### src/rtl/uart_fifo_bridge.sv
// uart_fifo_bridge: byte FIFO on block RAM, drained one word at a time into a UART transmitter.
module uart_fifo_bridge #(
  parameter int DATA_WIDTH  = 8,
  parameter int ADDR_WIDTH  = 4,
  parameter int AFULL_LEVEL = (1 << ADDR_WIDTH) - 2
) (
  input  logic                  clk,
  input  logic                  rst,
  input  logic                  rx_valid,
  input  logic [DATA_WIDTH-1:0] rx_data,
  input  logic                  tx_busy,
  output logic                  tx_start,
  output logic [DATA_WIDTH-1:0] tx_data,
  input  logic                  pause,
  input  logic                  flush,
  input  logic                  clr_ovf,
  output logic [ADDR_WIDTH:0]   count,
  output logic                  empty,
  output logic                  full,
  output logic                  almost_full,
  output logic                  overflow
);
  localparam int DEPTH = 1 << ADDR_WIDTH;
  typedef enum logic [2:0] {IDLE, READ, LOAD, WAIT_BUSY, WAIT_IDLE} state_t;
  state_t                  state;
  logic [DATA_WIDTH-1:0]   mem [DEPTH];
  logic [DATA_WIDTH-1:0]   rd_q;
  logic [ADDR_WIDTH-1:0]   wptr, rptr;
  logic [1:0]              guard;
  logic                    wr, pop;
  assign empty       = count == '0;
  assign full        = count == (ADDR_WIDTH+1)'(DEPTH);
  assign almost_full = count >= (ADDR_WIDTH+1)'(AFULL_LEVEL);
  assign wr          = rx_valid && !full && !flush;
  assign pop         = state == READ && !flush;
  always_ff @(posedge clk) begin
    if (wr) mem[wptr] <= rx_data;
    if (state == READ) rd_q <= mem[rptr];
  end
  always_ff @(posedge clk) begin
    if (rst) begin
      state    <= IDLE;
      wptr     <= '0;
      rptr     <= '0;
      count    <= '0;
      overflow <= 1'b0;
      tx_start <= 1'b0;
      tx_data  <= '0;
      guard    <= '0;
    end else begin
      wptr     <= flush ? '0 : wptr + ADDR_WIDTH'(wr);
      rptr     <= flush ? '0 : rptr + ADDR_WIDTH'(pop);
      count    <= flush ? '0 : count + (ADDR_WIDTH+1)'(wr) - (ADDR_WIDTH+1)'(pop);
      overflow <= (rx_valid && full && !flush) || (overflow && !clr_ovf);
      tx_start <= 1'b0;
      case (state)
        IDLE:      if (!empty && !pause && !tx_busy && !flush) state <= READ;
        READ:      state <= flush ? IDLE : LOAD;
        LOAD: begin
          tx_data  <= rd_q;
          tx_start <= 1'b1;
          guard    <= '0;
          state    <= WAIT_BUSY;
        end
        // a busy that never shows up must not hang the drain
        WAIT_BUSY: begin
          guard <= guard + 2'd1;
          if (tx_busy || guard == 2'd2) state <= WAIT_IDLE;
        end
        WAIT_IDLE: if (!tx_busy) state <= IDLE;
        default:   state <= IDLE;
      endcase
    end
  end
endmodule

### config.mk
export PLATFORM = sky130hd
export DESIGN_NAME = uart_fifo_bridge
export DESIGN_NICKNAME = d
export VERILOG_FILES = /design/src/rtl/uart_fifo_bridge.sv
export SDC_FILE = /design/constraint.sdc
export NUM_CORES = 1
export LEC_CHECK = 0
export BUFFER_PORTS_ARGS = -buffer_cell sky130_fd_sc_hd__buf_4
export CAP_MARGIN = 20
export CORE_MARGIN = 10
export CORE_UTILIZATION = 55
export CTS_CLUSTER_SIZE = 20
export DETAILED_ROUTE_END_ITERATION = 12
export PLACE_DENSITY = 0.73
export REMOVE_ABC_BUFFERS = 1
export SLEW_MARGIN = 20
export SYNTH_ARGS = -nofsm -noshare
export SYNTH_HDL_FRONTEND = slang
export SYNTH_SLANG_ARGS = --single-unit
### constraint.sdc
create_clock -name clk -period 3.2 [get_ports clk]
set_clock_uncertainty 0.2 [all_clocks]
set_input_delay 0.16 -clock clk [delete_from_list [all_inputs] [get_ports clk]]
set_output_delay 0.16 -clock clk [all_outputs]
set_load 0.01 [all_outputs]
After elaboration in Yosys (flattened, before gate mapping)

Memories as Yosys holds them, arrays and structs flattened. A register that Yosys moved wholly into a read port is not among the register bits.
Cells that the tools add are included.

Input bits: 15
Memory bits (writable): 128
Output and inout port bits: 18
Register bits after elaboration: 28
Memories: 1
Logic and storage cells: 55

Memories:

| memory | words | width | rd ports | clocked after Yosys merged registers in | wr ports | line | RTL |
|---|---|---|---|---|---|---|---|
| mem    | 16    | 8     | 1        | 1                                       | 1        | 26   | `logic [DATA_WIDTH-1:0] mem [DEPTH];` |

Reduce and logical (&&, ||, !) cells: 22
Eq/ne operators: 9
$lt $le $gt $ge: 1
$add $sub $neg: 5
Mux-type cells: 9

Operator list:

| cell                                                | count |
|---|---|
| case mux 3 bit (5 select lines)                     | 1 |
| logical AND 1 bit                                   | 9 |
| 2-to-1 mux 3 bit                                    | 3 |
| adder 4 x 1 -> 4 bit                                | 2 |
| equality test 3 x 2 -> 1 bit, second input constant | 2 |
| logical NOT 1 bit                                   | 6 |
| inequality test 2 bit, second input constant        | 3 |
| adder 5 x 1 -> 5 bit                                | 1 |
| equality test 5 bit, second input constant          | 1 |
| >= comparator 5 x 4 -> 1 bit, second input constant | 1 |
| logical NOT 5 bit                                   | 1 |
| subtractor 5 x 1 -> 5 bit                           | 1 |
| case mux 2 bit (2 select lines)                     | 1 |
| equality test 3 x 1 -> 1 bit, second input constant | 1 |
| equality test 3 bit, second input constant          | 1 |
| logical NOT 3 bit                                   | 1 |
| 2-to-1 mux 1 bit                                    | 3 |
| AND reduction 3 bit                                 | 1 |
| adder 2 x 1 -> 2 bit, second input constant         | 1 |
| equality test 2 bit, second input constant          | 1 |
| logical OR 1 bit                                    | 2 |
| 2-to-1 mux 2 bit                                    | 1 |
| nonzero test 2 bit                                  | 1 |
| OR reduction 2 bit                                  | 1 |

Depth between registers and ports, before layout

Gate-level depths: netlist of run 1.

Depth in word-level cells: 7
Mapped depth: 14
Depth with buffers taken out: 14

Least setup slack after synthesis of run 1

OpenSTA, ideal clock, no wires.

Path type: register -> register
Start point: reg count[2]
End point: reg count[4]
Clock period less this slack: 2.967 ns
Data arrival time: 2.639 ns
Buffers on the path: 0
Cell stages (with the launch flop): 15
Setup time: 0.128 ns
Setup slack: 0.233 ns
Cell sequence: dfxtp_1 > inv_1 > ha_1 > and4bb_2 > nor3b_4 > inv_1 > ha_1 > inv_1 > ha_1 > inv_1 > fa_1 > nand2b_1 > a21oi_1 > o21a_1 > nor3_1

Longest elaborated chain between the ends: 6

RTL lines:

| what                            | line | RTL |
|---|---|---|
| start: declaration              | 17   | `output logic [ADDR_WIDTH:0] count,` |
| start signal: assignment        | 53   | `count <= flush ? '0 : count + (ADDR_WIDTH+1)'(wr) - (ADDR_WIDTH+1)'(pop);` |
| equality test 5 bit             | 32   | `assign full = count == (ADDR_WIDTH+1)'(DEPTH);` |
| net full                        | 19   | `output logic full,` |
| logical NOT 1 bit               | 34   | `assign wr = rx_valid && !full && !flush;` |
| logical AND 1 bit (2 in series) | 34   |  |
| adder 5 x 1 -> 5 bit            | 53   |  |
| subtractor 5 x 1 -> 5 bit       | 53   |  |

The timed path passes the listed nets, and every way through them passes these cells.
A chain may end at the register's enable or synchronous reset.

Final worst setup path of run 1

Start point: reg count[3]
End point: reg count[4]

Longest elaborated chain between the ends: 6

RTL lines:

| what                            | line |
|---|---|
| equality test 5 bit             | 32 |
| logical NOT 1 bit               | 34 |
| logical AND 1 bit (2 in series) | 34 |
| adder 5 x 1 -> 5 bit *          | 53 |
| subtractor 5 x 1 -> 5 bit *     | 53 |

Mark *: on every way between the ends. The rest lies on a longest branch, timed or not.

==> results of run 1 <==
## power by group through the flow
stage	clock [µW]	combinational [µW]	sequential, µW
floorplan	0	35.1	2370
global placement	0	95.9	2370
detailed placement	0	99.2	2370
CTS	2000	113	2320
global route	2090	124	2320
finish	1960	112	2320
## per-stage QoR
step,cell area (µm²),worst slack [ns],total power [µW],std cells
2_1_floorplan,6427,0.2415,2406,354
3_3_place_gp,7025,0.3223,2465,551
3_5_place_dp,7025,0.2182,2469,551
4_1_cts,7746,0.1596,4436,597
5_1_grt,7747,0.01351,4537,597
6_report,7747,0.2612,4397,597
## layout make-up
| type | count | area (µm²) | area share [%] |
|---|---|---|---|
| Clock buffer | 18 | 429.2 | 5.539 |
| Multi-Input combinational cell | 180 | 1745 | 22.53 |
| Tap cell | 143 | 178.9 | 2.309 |
| Timing Repair Buffer | 69 | 568.0 | 7.332 |
| Clock inverter | 13 | 141.4 | 1.825 |
| Sequential cell | 164 | 4647 | 59.98 |
| Inverter | 10 | 37.54 | 0.4845 |
## worst max path at each step
stage                                    from             endpoint  slack, ns  depth (start not counted)
after global routing      count[3]$_SDFF_PP0_  count[4]$_SDFF_PP0_       0.01                         14
after global placement    count[2]$_SDFF_PP0_  count[4]$_SDFF_PP0_       0.32                         14
after detailed placement  count[2]$_SDFF_PP0_  count[4]$_SDFF_PP0_       0.22                         14
after floorplan           count[2]$_SDFF_PP0_  count[4]$_SDFF_PP0_       0.24                         14
final                     count[3]$_SDFF_PP0_  count[4]$_SDFF_PP0_       0.26                         14
after CTS                 count[2]$_SDFF_PP0_  count[4]$_SDFF_PP0_       0.16                         14
## repair_timing
item                                    CTS  global route
hold endpoints to repair                155             0
endpoints found under the setup margin    0             1
gates resized for setup                   0             1
hold buffers                             15             0
## kinds of logic after synthesis
| kind of cell | count (synthesis) | synth area share (%) |
|---|---|---|
| fa+ha+maj | 15 | 2.986 |
| simple gates | 88 | 6.681 |
| mux | 40 | 13.06 |
| xor+xnor | 6 | 0.8041 |
| compound gates | 31 | 3.178 |
| buf+inv | 26 | 2.240 |
| flops | 164 | 71.06 |
## critical path, stage by stage, from the launching register on
cell and delay [ns]:
dfxtp_1 0.37, inv_1 0.08, ha_1 0.19, and4bb_2 0.27, nor3b_4 0.19, inv_1 0.07
ha_1 0.28, inv_1 0.06, ha_1 0.15, inv_1 0.05, fa_1 0.38, nand2b_1 0.15
a21oi_1 0.19, nor3_1 0.06, nor3_1 0.15
## cell usage in the layout, fill, tap and decap left out, types with 7 or more instances in the layout
master,instances
mux4_2,18
clkbuf_16,17
edfxtp_1,136
inv_1,10
buf_4,53
nor3_1,8
a22oi_1,16
mux4_1,14
dlygate4sd3_1,15
nor2_1,35
mux2i_1,8
nand2_1,16
ha_1,14
dfxtp_1,26
a21oi_1,7
## layer usage
| layer | vias up | global-route usage (%) | share of wire (%) |
|---|---|---|---|
| met5 | - | 0 | 0 |
| met1 | 1730 | 20.01 | 43 |
| met2 | 91 | 24.82 | 49 |
| met4 | 0 | 5.151 | 0.97 |
| met3 | 11 | 5.424 | 7.0 |
| li1 | 1589 | - | - |
## registers in the layout, indices dropped and copies added (netlist names)
signal and flops:
count 5, guard 2, mem 128, overflow 1, rd_q 8, rptr 4, state 3, tx_data 8
tx_start 1, wptr 4
==> impl_metrics.env, run 1 <==
export IMPL_ios=33
export IMPL_ys_async_sr_fraction_pct=0
export IMPL_clock_path_buffers=2
export IMPL_rr_worst_depth=14
export IMPL_worst_hold_path_num_cells=5
export IMPL_synth_edff_count=136
export IMPL_hold_start="rx_valid"
export IMPL_antenna_found_initial=0
export IMPL_report_final_slew_viol_count=0
export IMPL_ctsRootBufferMaster="clkbuf_16"
export IMPL_setup_tns_ns=0
export IMPL_routed_wl_um=12310
export IMPL_r2r_end="count[4]$_SDFF_PP0_"
export IMPL_fin_util_pct=67.28
export IMPL_yosys_top_cells_count="edfxtp_1, nor2_1, dfxtp_1"
export IMPL_crit_fanout=4
export IMPL_drt_iter0_drc=324
export IMPL_start_util_pct=56.76
export IMPL_rsz0062_at_grt="no"
export IMPL_p_leak_uw=0.002651
export IMPL_power_share_clock_pct=44.6
export IMPL_synth_area_leader_cell="edfxtp_1"
export IMPL_clk_pin_slew_ns=0.06
export IMPL_synth_cell_types=36
export IMPL_post_drt_wl_per_cell_um=20.61
export IMPL_via_count=3421
export IMPL_fin_hold_ws_ns=0.2342
export IMPL_netlist_area_um2=6536
export IMPL_period_share_pct=91.84
export IMPL_die_area_um2=16640
export IMPL_grt_first_pass_wirelength_um=19450
export IMPL_nNetsFinal=472
export IMPL_synth_seq_cells=164
export IMPL_synth_top_area_share_pct=62.48
export IMPL_diodes=0
export IMPL_grtUsageTotal_pct=15.69
export IMPL_period_minus_slack_ns=2.939
export IMPL_drive_gt1_share_pct=22.91
export IMPL_synth_area_leaders="edfxtp_1, dfxtp_1, mux4_2"
export IMPL_setup_violations=0
export IMPL_ant_nets=0
export IMPL_cts_buffers=17
export IMPL_cp_arrival_ns=3.07
export IMPL_fmax_ghz=0.3403
export IMPL_status="finished, final reports clean"
export IMPL_rows=39
export IMPL_syn_inst=370
export IMPL_drcViolationCount=0
export IMPL_hold_violations=0
export IMPL_required_ns=3.33
export IMPL_ys_flop_type="edfxtp_1"
export IMPL_start_kind="flop"
export IMPL_cts_sinks=164
export IMPL_p_switching_uw=824.4
export IMPL_path_class="flop to flop"
export IMPL_endpoint_kind="flop"
export IMPL_ir_worst_vdd_mv=0.5823
export IMPL_rr_startpoint="count[3]$_SDFF_PP0_"
export IMPL_numPortBuffers=32
export IMPL_area_delta_synth_final_pct=18.53
export IMPL_grt_max_degree=35
export IMPL_hold_path_end="wptr[0]$_SDFF_PP0_"
export IMPL_grt_pass1_vias=3464
export IMPL_rrSetupSlack_ns=0.26
export IMPL_firstDrtPassIters=5
export IMPL_post_cts_setup_buffer_count=0
export IMPL_die_width_um=129.0
export IMPL_core_area_um2=11520
export IMPL_synth_avg_cell_area_um2=17.67
export IMPL_drv_cap=0
export IMPL_htree_levels=4
export IMPL_comb_power_share_pct=2.5
export IMPL_via_per_inst=5.730
export IMPL_fill_cells=775
export IMPL_gr_total_overflow=0
export IMPL_max_slew_margin_pct=50.97
export IMPL_gp_congestion=0.7637
export IMPL_min_path_type="input pin to flop"
export IMPL_clock_latency_ns=0.41
export IMPL_dp_hpwl_um=7913
export IMPL_internal_power_uw=3573
export IMPL_seqPwrFrac_pct=52.9
export IMPL_seq_area_frac_synth_pct=71.06
export IMPL_worstMarginPinSlew_ns=0.7328
export IMPL_tritoncts="built"
export IMPL_yosysWarnings=0
export IMPL_die_y_um=129.0
export IMPL_yosysMostFrequentCell="edfxtp_1"
export IMPL_pwr_density_cell_nw_per_um2=567.6
export IMPL_switching_share_pct=18.75
No activity file was read; power rests on OpenSTA's default activity.
==> run 2: changes to the inputs <==
--- a/config.mk
+++ b/config.mk
@@ -5,13 +5,14 @@
 export SDC_FILE = /design/constraint.sdc
 export NUM_CORES = 1
 export LEC_CHECK = 0
-export BUFFER_PORTS_ARGS = -buffer_cell sky130_fd_sc_hd__buf_4
+export ABC_AREA = 1
+export BUFFER_PORTS_ARGS = -buffer_cell sky130_fd_sc_hd__buf_2
 export CAP_MARGIN = 20
 export CORE_MARGIN = 10
-export CORE_UTILIZATION = 55
+export CORE_UTILIZATION = 52
 export CTS_CLUSTER_SIZE = 20
 export DETAILED_ROUTE_END_ITERATION = 12
-export PLACE_DENSITY = 0.73
+export PLACE_DENSITY = 0.69
 export REMOVE_ABC_BUFFERS = 1
 export SLEW_MARGIN = 20
 export SYNTH_ARGS = -nofsm -noshare
==> impl_metrics.env, run 2 <==
export IMPL_start_kind="flop"
export IMPL_ir_worst_vdd_mv=0.6040
export IMPL_netlist_area_um2=6874
export IMPL_drt_iter0_drc=423
export IMPL_busiest_layer="met2"
export IMPL_seqCellArea_um2=4649
export IMPL_pwr_density_cell_nw_per_um2=596.1
export IMPL_via_per_inst=5.423
export IMPL_status="finished, final reports clean"
export IMPL_period_share_pct=82.00
export IMPL_synth_area_leaders="edfxtp_1, dfxtp_1, inv_1"
export IMPL_required_ns=3.31
export IMPL_grt_first_pass_wirelength_um=23050
export IMPL_diodes=0
export IMPL_path_class="flop to flop"
export IMPL_htree_levels=4
export IMPL_worst_hold_path_num_cells=5
export IMPL_synth_avg_cell_area_um2=11.48
export IMPL_gp_congestion=0.8581
export IMPL_dpl_instance_area_um2=7152
export IMPL_ctsRootBufferMaster="clkbuf_16"
export IMPL_synth_area_leader_cell="edfxtp_1"
export IMPL_grtUsageMet3_pct=4.636
export IMPL_post_cts_setup_buffer_count=0
export IMPL_synth_edff_count=136
export IMPL_synth_top_area_share_pct=59.41
export IMPL_cts_buffers=17
export IMPL_gr_total_overflow=0
export IMPL_ios=33
export IMPL_top_register="mem"
export IMPL_clock_latency_ns=0.43
export IMPL_layout_commonest_cell="edfxtp_1"
export IMPL_hold_path_end="count[1]$_SDFF_PP0_"
export IMPL_ys_async_sr_fraction_pct=0
export IMPL_fmax_ghz=0.3811
export IMPL_synth_cell_types=28
export IMPL_rr_worst_depth=14
export IMPL_period_minus_slack_ns=2.624
export IMPL_worstMarginPinSlew_ns=0.7046
export IMPL_yosysMostFrequentCell="edfxtp_1"
export IMPL_grtUsageTotal_pct=16.49
export IMPL_grt_use_met1_pct=18.89
export IMPL_report_final_slew_viol_count=0
export IMPL_fin_hold_ws_ns=0.1923
export IMPL_syn_inst=599
export IMPL_setup_tns_ns=0
export IMPL_p_leak_uw=0.002915
export IMPL_hold_violations=0
export IMPL_die_width_um=135.0
export IMPL_fill_cells=995
export IMPL_hold_start="rx_valid"
export IMPL_pre_cts_slack_ns=0.5537
export IMPL_rr_startpoint="count[2]$_SDFF_PP0_"
export IMPL_cts_sinks=164
export IMPL_numPortBuffers=32
export IMPL_rows=41
export IMPL_met2_usage_pct=27.48
export IMPL_antenna_found_initial=0
export IMPL_grt_pass1_vias=4597
export IMPL_final_area_um2=7919
export IMPL_die_y_um=135.0
export IMPL_core_area_um2=12770
export IMPL_drive_gt1_share_pct=11.94
export IMPL_max_slew_margin_pct=52.85
export IMPL_nNetsFinal=670
export IMPL_rsz0062_at_grt="no"
export IMPL_multi_input_area_um2=1715
export IMPL_clk_pin_slew_ns=0.06
export IMPL_routed_wl_um=14360
export IMPL_seq_area_frac_synth_pct=67.56
export IMPL_setup_ws_ns=0.5759
export IMPL_drv_cap=0
export IMPL_drcViolationCount=0
export IMPL_cp_arrival_ns=2.73
export IMPL_reg_top3="mem x128, rd_q x8, tx_data x8"
export IMPL_dp_hpwl_um=9370
export IMPL_area_delta_synth_final_pct=15.20
export IMPL_fin_cells=825
export IMPL_place_inst=780
export IMPL_min_path_type="input pin to flop"
export IMPL_rrSetupSlack_ns=0.58
export IMPL_mostFrequentLayoutCells="edfxtp_1, inv_1, nand3_1, nand2_1, nor2_1"
export IMPL_crit_fanout=5
export IMPL_endpoint_kind="flop"
export IMPL_clock_path_buffers=2
export IMPL_yosys_top_cells_count="edfxtp_1, inv_1, nand3_1"
export IMPL_yosysWarnings=0
export IMPL_tritoncts="built"
export IMPL_die_area_um2=18220
export IMPL_via_count=4474
export IMPL_setup_violations=0
export IMPL_ys_flop_type="edfxtp_1"
export IMPL_grt_max_degree=65
export IMPL_synth_seq_cells=164
export IMPL_r2r_end="count[4]$_SDFF_PP0_"
export IMPL_largest_register_ff_count=128
export IMPL_post_drt_wl_per_cell_um=17.40
export IMPL_start_util_pct=53.82
export IMPL_firstDrtPassIters=5
export IMPL_ant_nets=0
[run 2: cell count changes after synthesis, moves of 15 or more]
cell,delta
a21oi_1,+36
a22oi_1,-16
nand2_1,+41
o211ai_1,+21
mux4_2,-18
inv_1,+83
nand3_1,+57
buf_2,+15
nor2_1,+16
o21ai_0,+35
[run 2: power by group]
part           leakage [µW]  internal [µW]  total (µW)  switching, µW
combinational       0.00115           62.2         182            120
sequential          0.00145           2340        2350           15.3
clock              0.000311           1380        2190            808
[run 2: layer usage]
layer | wire length (µm) | share of wire (%)
met4 | 507 | 3.5
met2 | 7058 | 49
met5 | 0 | 0
met1 | 5814 | 40
met3 | 979 | 6.8
[run 2: worst max-delay path by stage]
stage               slack (ns)                start                  end  cells past startpoint
floorplan                -0.21   rptr[0]$_SDFF_PP0_   rptr[3]$_SDFF_PP0_                      4
global placement          0.62  count[2]$_SDFF_PP0_  count[4]$_SDFF_PP0_                     14
detailed placement        0.55  count[2]$_SDFF_PP0_  count[4]$_SDFF_PP0_                     14
CTS                       0.55  count[2]$_SDFF_PP0_  count[4]$_SDFF_PP0_                     14
global route              0.37  count[2]$_SDFF_PP0_  count[4]$_SDFF_PP0_                     14
finish                    0.58  count[2]$_SDFF_PP0_  count[4]$_SDFF_PP0_                     14
[run 2: final cells by class]
type | instances | area share (%)
timing repair buffer | 49 | 4.361
clock buffer | 18 | 5.420
multi-input combinational | 313 | 21.66
tap | 172 | 2.718
clock inverter | 14 | 2.623
inverter | 95 | 4.503
sequential | 164 | 58.71
[run 2: critical path: stages (launching register included)]
cell and delay [ns]:
dfxtp_1 0.39, inv_1 0.08, ha_1 0.21, nand3_1 0.10
nand3_1 0.10, ha_1 0.28, inv_1 0.06, ha_1 0.15
inv_1 0.05, fa_1 0.39, inv_1 0.08, a21oi_1 0.06
o21bai_1 0.16, a21oi_1 0.09, o21a_1 0.13
[run 2: cells by family after synthesis]
group | count (synthesis) | synth area share, %
xor gates and xnor gates | 3 | 0.3823
AOI/OAI and AO/OA | 121 | 10.96
and+or+nand+nor | 174 | 10.78
buffers and inverters | 122 | 7.481
adders and majority gates | 15 | 2.840
DFF | 164 | 67.56
[run 2: what timing repair did]
action | 4_1_cts | 5_1_grt
hold endpoints to repair | 122 | 0
hold buffers | 13 | 0
gates resized for setup | 0 | 0
[run 2: through the flow]
stage	power, µW	util, %
floorplan	2486	-
global placement	2562	55.99
detailed placement	2569	55.99
CTS	4738	61.99
global route	4857	61.99
finish	4721	61.99
==> run 3: changes to the inputs <==
--- a/config.mk
+++ b/config.mk
@@ -12,7 +12,7 @@
 export CORE_UTILIZATION = 52
 export CTS_CLUSTER_SIZE = 20
 export DETAILED_ROUTE_END_ITERATION = 12
-export PLACE_DENSITY = 0.69
+export PLACE_DENSITY = 0.72
 export REMOVE_ABC_BUFFERS = 1
 export SLEW_MARGIN = 20
 export SYNTH_ARGS = -nofsm -noshare
==> constraint.sdc (replaced) <==
create_clock -name clk -period 2.2 [get_ports clk]
set_clock_uncertainty 0.2 [all_clocks]
set_input_delay 0.11 -clock clk [delete_from_list [all_inputs] [get_ports clk]]
set_output_delay 0.11 -clock clk [all_outputs]
set_load 0.01 [all_outputs]
==> impl_metrics.env, run 3 (synthesis results as in run 2) <==
export IMPL_core_area_um2=12770
export IMPL_start_kind="flop"
export IMPL_firstDrtPassIters=5
export IMPL_endpoint_kind="flop"
export IMPL_p_leak_uw=0.003085
export IMPL_ctsRootBufferMaster="clkbuf_16"
export IMPL_die_area_um2=18220
export IMPL_period_minus_slack_ns=2.357
export IMPL_antenna_found_initial=0
export IMPL_ir_worst_vdd_mv=1.015
export IMPL_fin_cells=860
export IMPL_drv_cap=0
export IMPL_mostFrequentLayoutCells="edfxtp_1, inv_1, nand2_1, nand3_1, a21oi_1"
export IMPL_fmax_ghz=0.4243
export IMPL_post_drt_wl_per_cell_um=17.15
export IMPL_hold_start="rx_valid"
export IMPL_violations="setup timing"
export IMPL_clock_latency_ns=0.43
export IMPL_via_count=4678
export IMPL_crit_fanout=5
export IMPL_diodes=0
export IMPL_grt_first_pass_wirelength_um=22410
export IMPL_grtUsageTotal_pct=16.12
export IMPL_gp_congestion=0.8081
export IMPL_clock_path_buffers=2
export IMPL_grt_max_degree=67
export IMPL_rows=41
export IMPL_setup_violations=132
export IMPL_pre_cts_slack_ns=-0.3575
export IMPL_worstMarginPinSlew_ns=0.5723
export IMPL_drcViolationCount=0
export IMPL_pwr_density_cell_nw_per_um2=793.0
export IMPL_path_class="flop to flop"
export IMPL_htree_levels=4
export IMPL_place_inst=812
export IMPL_hold_violations=0
export IMPL_clk_pin_slew_ns=0.06
export IMPL_area_delta_synth_final_pct=23.37
export IMPL_drt_iter0_drc=325
export IMPL_grt_pass1_vias=4370
export IMPL_wirelength_met1_um=5961
export IMPL_die_width_um=135.0
export IMPL_required_ns=2.29
export IMPL_rr_startpoint="count[2]$_SDFF_PP0_"
export IMPL_startpoint="count[2]$_SDFF_PP0_"
export IMPL_numPortBuffers=32
export IMPL_cts_buffers=17
export IMPL_largest_register_ff_count=128
export IMPL_via_per_inst=5.440
export IMPL_top_register="mem"
export IMPL_ant_nets=0
export IMPL_cp_arrival_ns=2.45
export IMPL_layout_commonest_cell="edfxtp_1"
export IMPL_status="finished with violations"
export IMPL_start_util_pct=53.82
export IMPL_nNetsFinal=705
export IMPL_period_share_pct=107.1
export IMPL_cts_sinks=164
export IMPL_power_uw=6725
export IMPL_min_path_type="input pin to flop"
export IMPL_wl_met2_um=7338
export IMPL_fill_cells=889
export IMPL_routed_wl_um=14750
export IMPL_max_slew_margin_pct=61.71
export IMPL_tritoncts="built"
export IMPL_wl_met3_um=991
export IMPL_rsz0062_at_grt="yes"
export IMPL_drive_gt1_share_pct=22.09
export IMPL_die_y_um=135.0
export IMPL_setup_ws_ns=-0.1568
export IMPL_ios=33
export IMPL_rrSetupSlack_ns=-0.16
export IMPL_maxUsedRoutingLayer="met4"
export IMPL_dp_hpwl_um=8746
export IMPL_reg_top3="mem x128, rd_q x8, tx_data x8"
export IMPL_gr_total_overflow=0
export IMPL_report_final_slew_viol_count=0
-- run 3: changes by cell type in the layout (fill, tap and decap cells not counted), moves of 4 or more --
cell / change
inv_2: +6
inv_1: -7
buf_4: +19
clkinvlp_4: +4
buf_6: +14
nand3_4: +6
nor2_1: -17
nor2_4: +15
nand3_1: -6
-- run 3: final cells by class --
| type | count | area (µm²) | area share, % |
|---|---|---|---|
| flip-flops and latches | 164 | 4652 | 54.85 |
| multi-input cells | 313 | 1966 | 23.18 |
| repair buffers | 84 | 685.7 | 8.085 |
| clock buffers | 21 | 450.4 | 5.311 |
| inverters | 95 | 360.3 | 4.249 |
| well taps | 172 | 215.2 | 2.538 |
| clock inverters | 11 | 151.4 | 1.785 |
-- run 3: path summary, 6_finish.rpt --
path,to,depth (start not counted)
max,wptr[2]$_SDFF_PP0_,12
min,count[1]$_SDFF_PP0_,5
max reg2reg,wptr[2]$_SDFF_PP0_,12
min reg2reg,tx_data[4]$_SDFFE_PP0P_,2
-- run 3: per-stage QoR --
| stage | utilization [%] | hold slack (ns) | instance area [µm²] | TNS [ns] |
|---|---|---|---|---|
| after global routing | 66.39 | 0.1416 | 8481 | -24.32 |
| after floorplan | - | -0.02093 | 6716 | -14.11 |
| after CTS | 64.35 | 0.1105 | 8219 | -0.2314 |
| after detailed placement | 57.97 | 0.1722 | 7405 | -0.5904 |
| final | 66.39 | 0.1177 | 8481 | -15.28 |
| after global placement | 57.97 | 0.1601 | 7405 | -0.3511 |
-- run 3: power breakdown --
group / total [µW] / internal [µW] / switching (µW)
sequential: 3420 / 3400 / 20.5
combinational: 332 / 130 / 202
clock: 2970 / 1820 / 1160
-- run 3: routing by layer --
| metal | vias up | GRT usage, % |
|---|---|---|
| li1 | 2224 | - |
| met1 | 2243 | 19.19 |
| met2 | 178 | 26.34 |
| met3 | 33 | 5.341 |
| met4 | 0 | 6.579 |
| met5 | - | 0 |
-- run 3: worst max-delay path: stages, from the launching register on --
cell and delay (ns):
dfxtp_2 0.32, inv_2 0.07, ha_4 0.15, nand3_4 0.08
nand3_4 0.11, buf_4 0.11, buf_4 0.09, buf_4 0.11
clkinvlp_4 0.25, ha_1 0.31, ha_1 0.20, xnor2_1 0.14
nor2_1 0.06
-- run 3: repair_timing --
action                                 4_1_cts  5_1_grt
endpoints found under the hold margin      143        0
setup endpoints to repair                    3      131
buffers inserted                             3        1
gates resized for setup                     19       62
gates cloned                                 0        0
hold buffers                                12        0
pin swaps                                    6       10
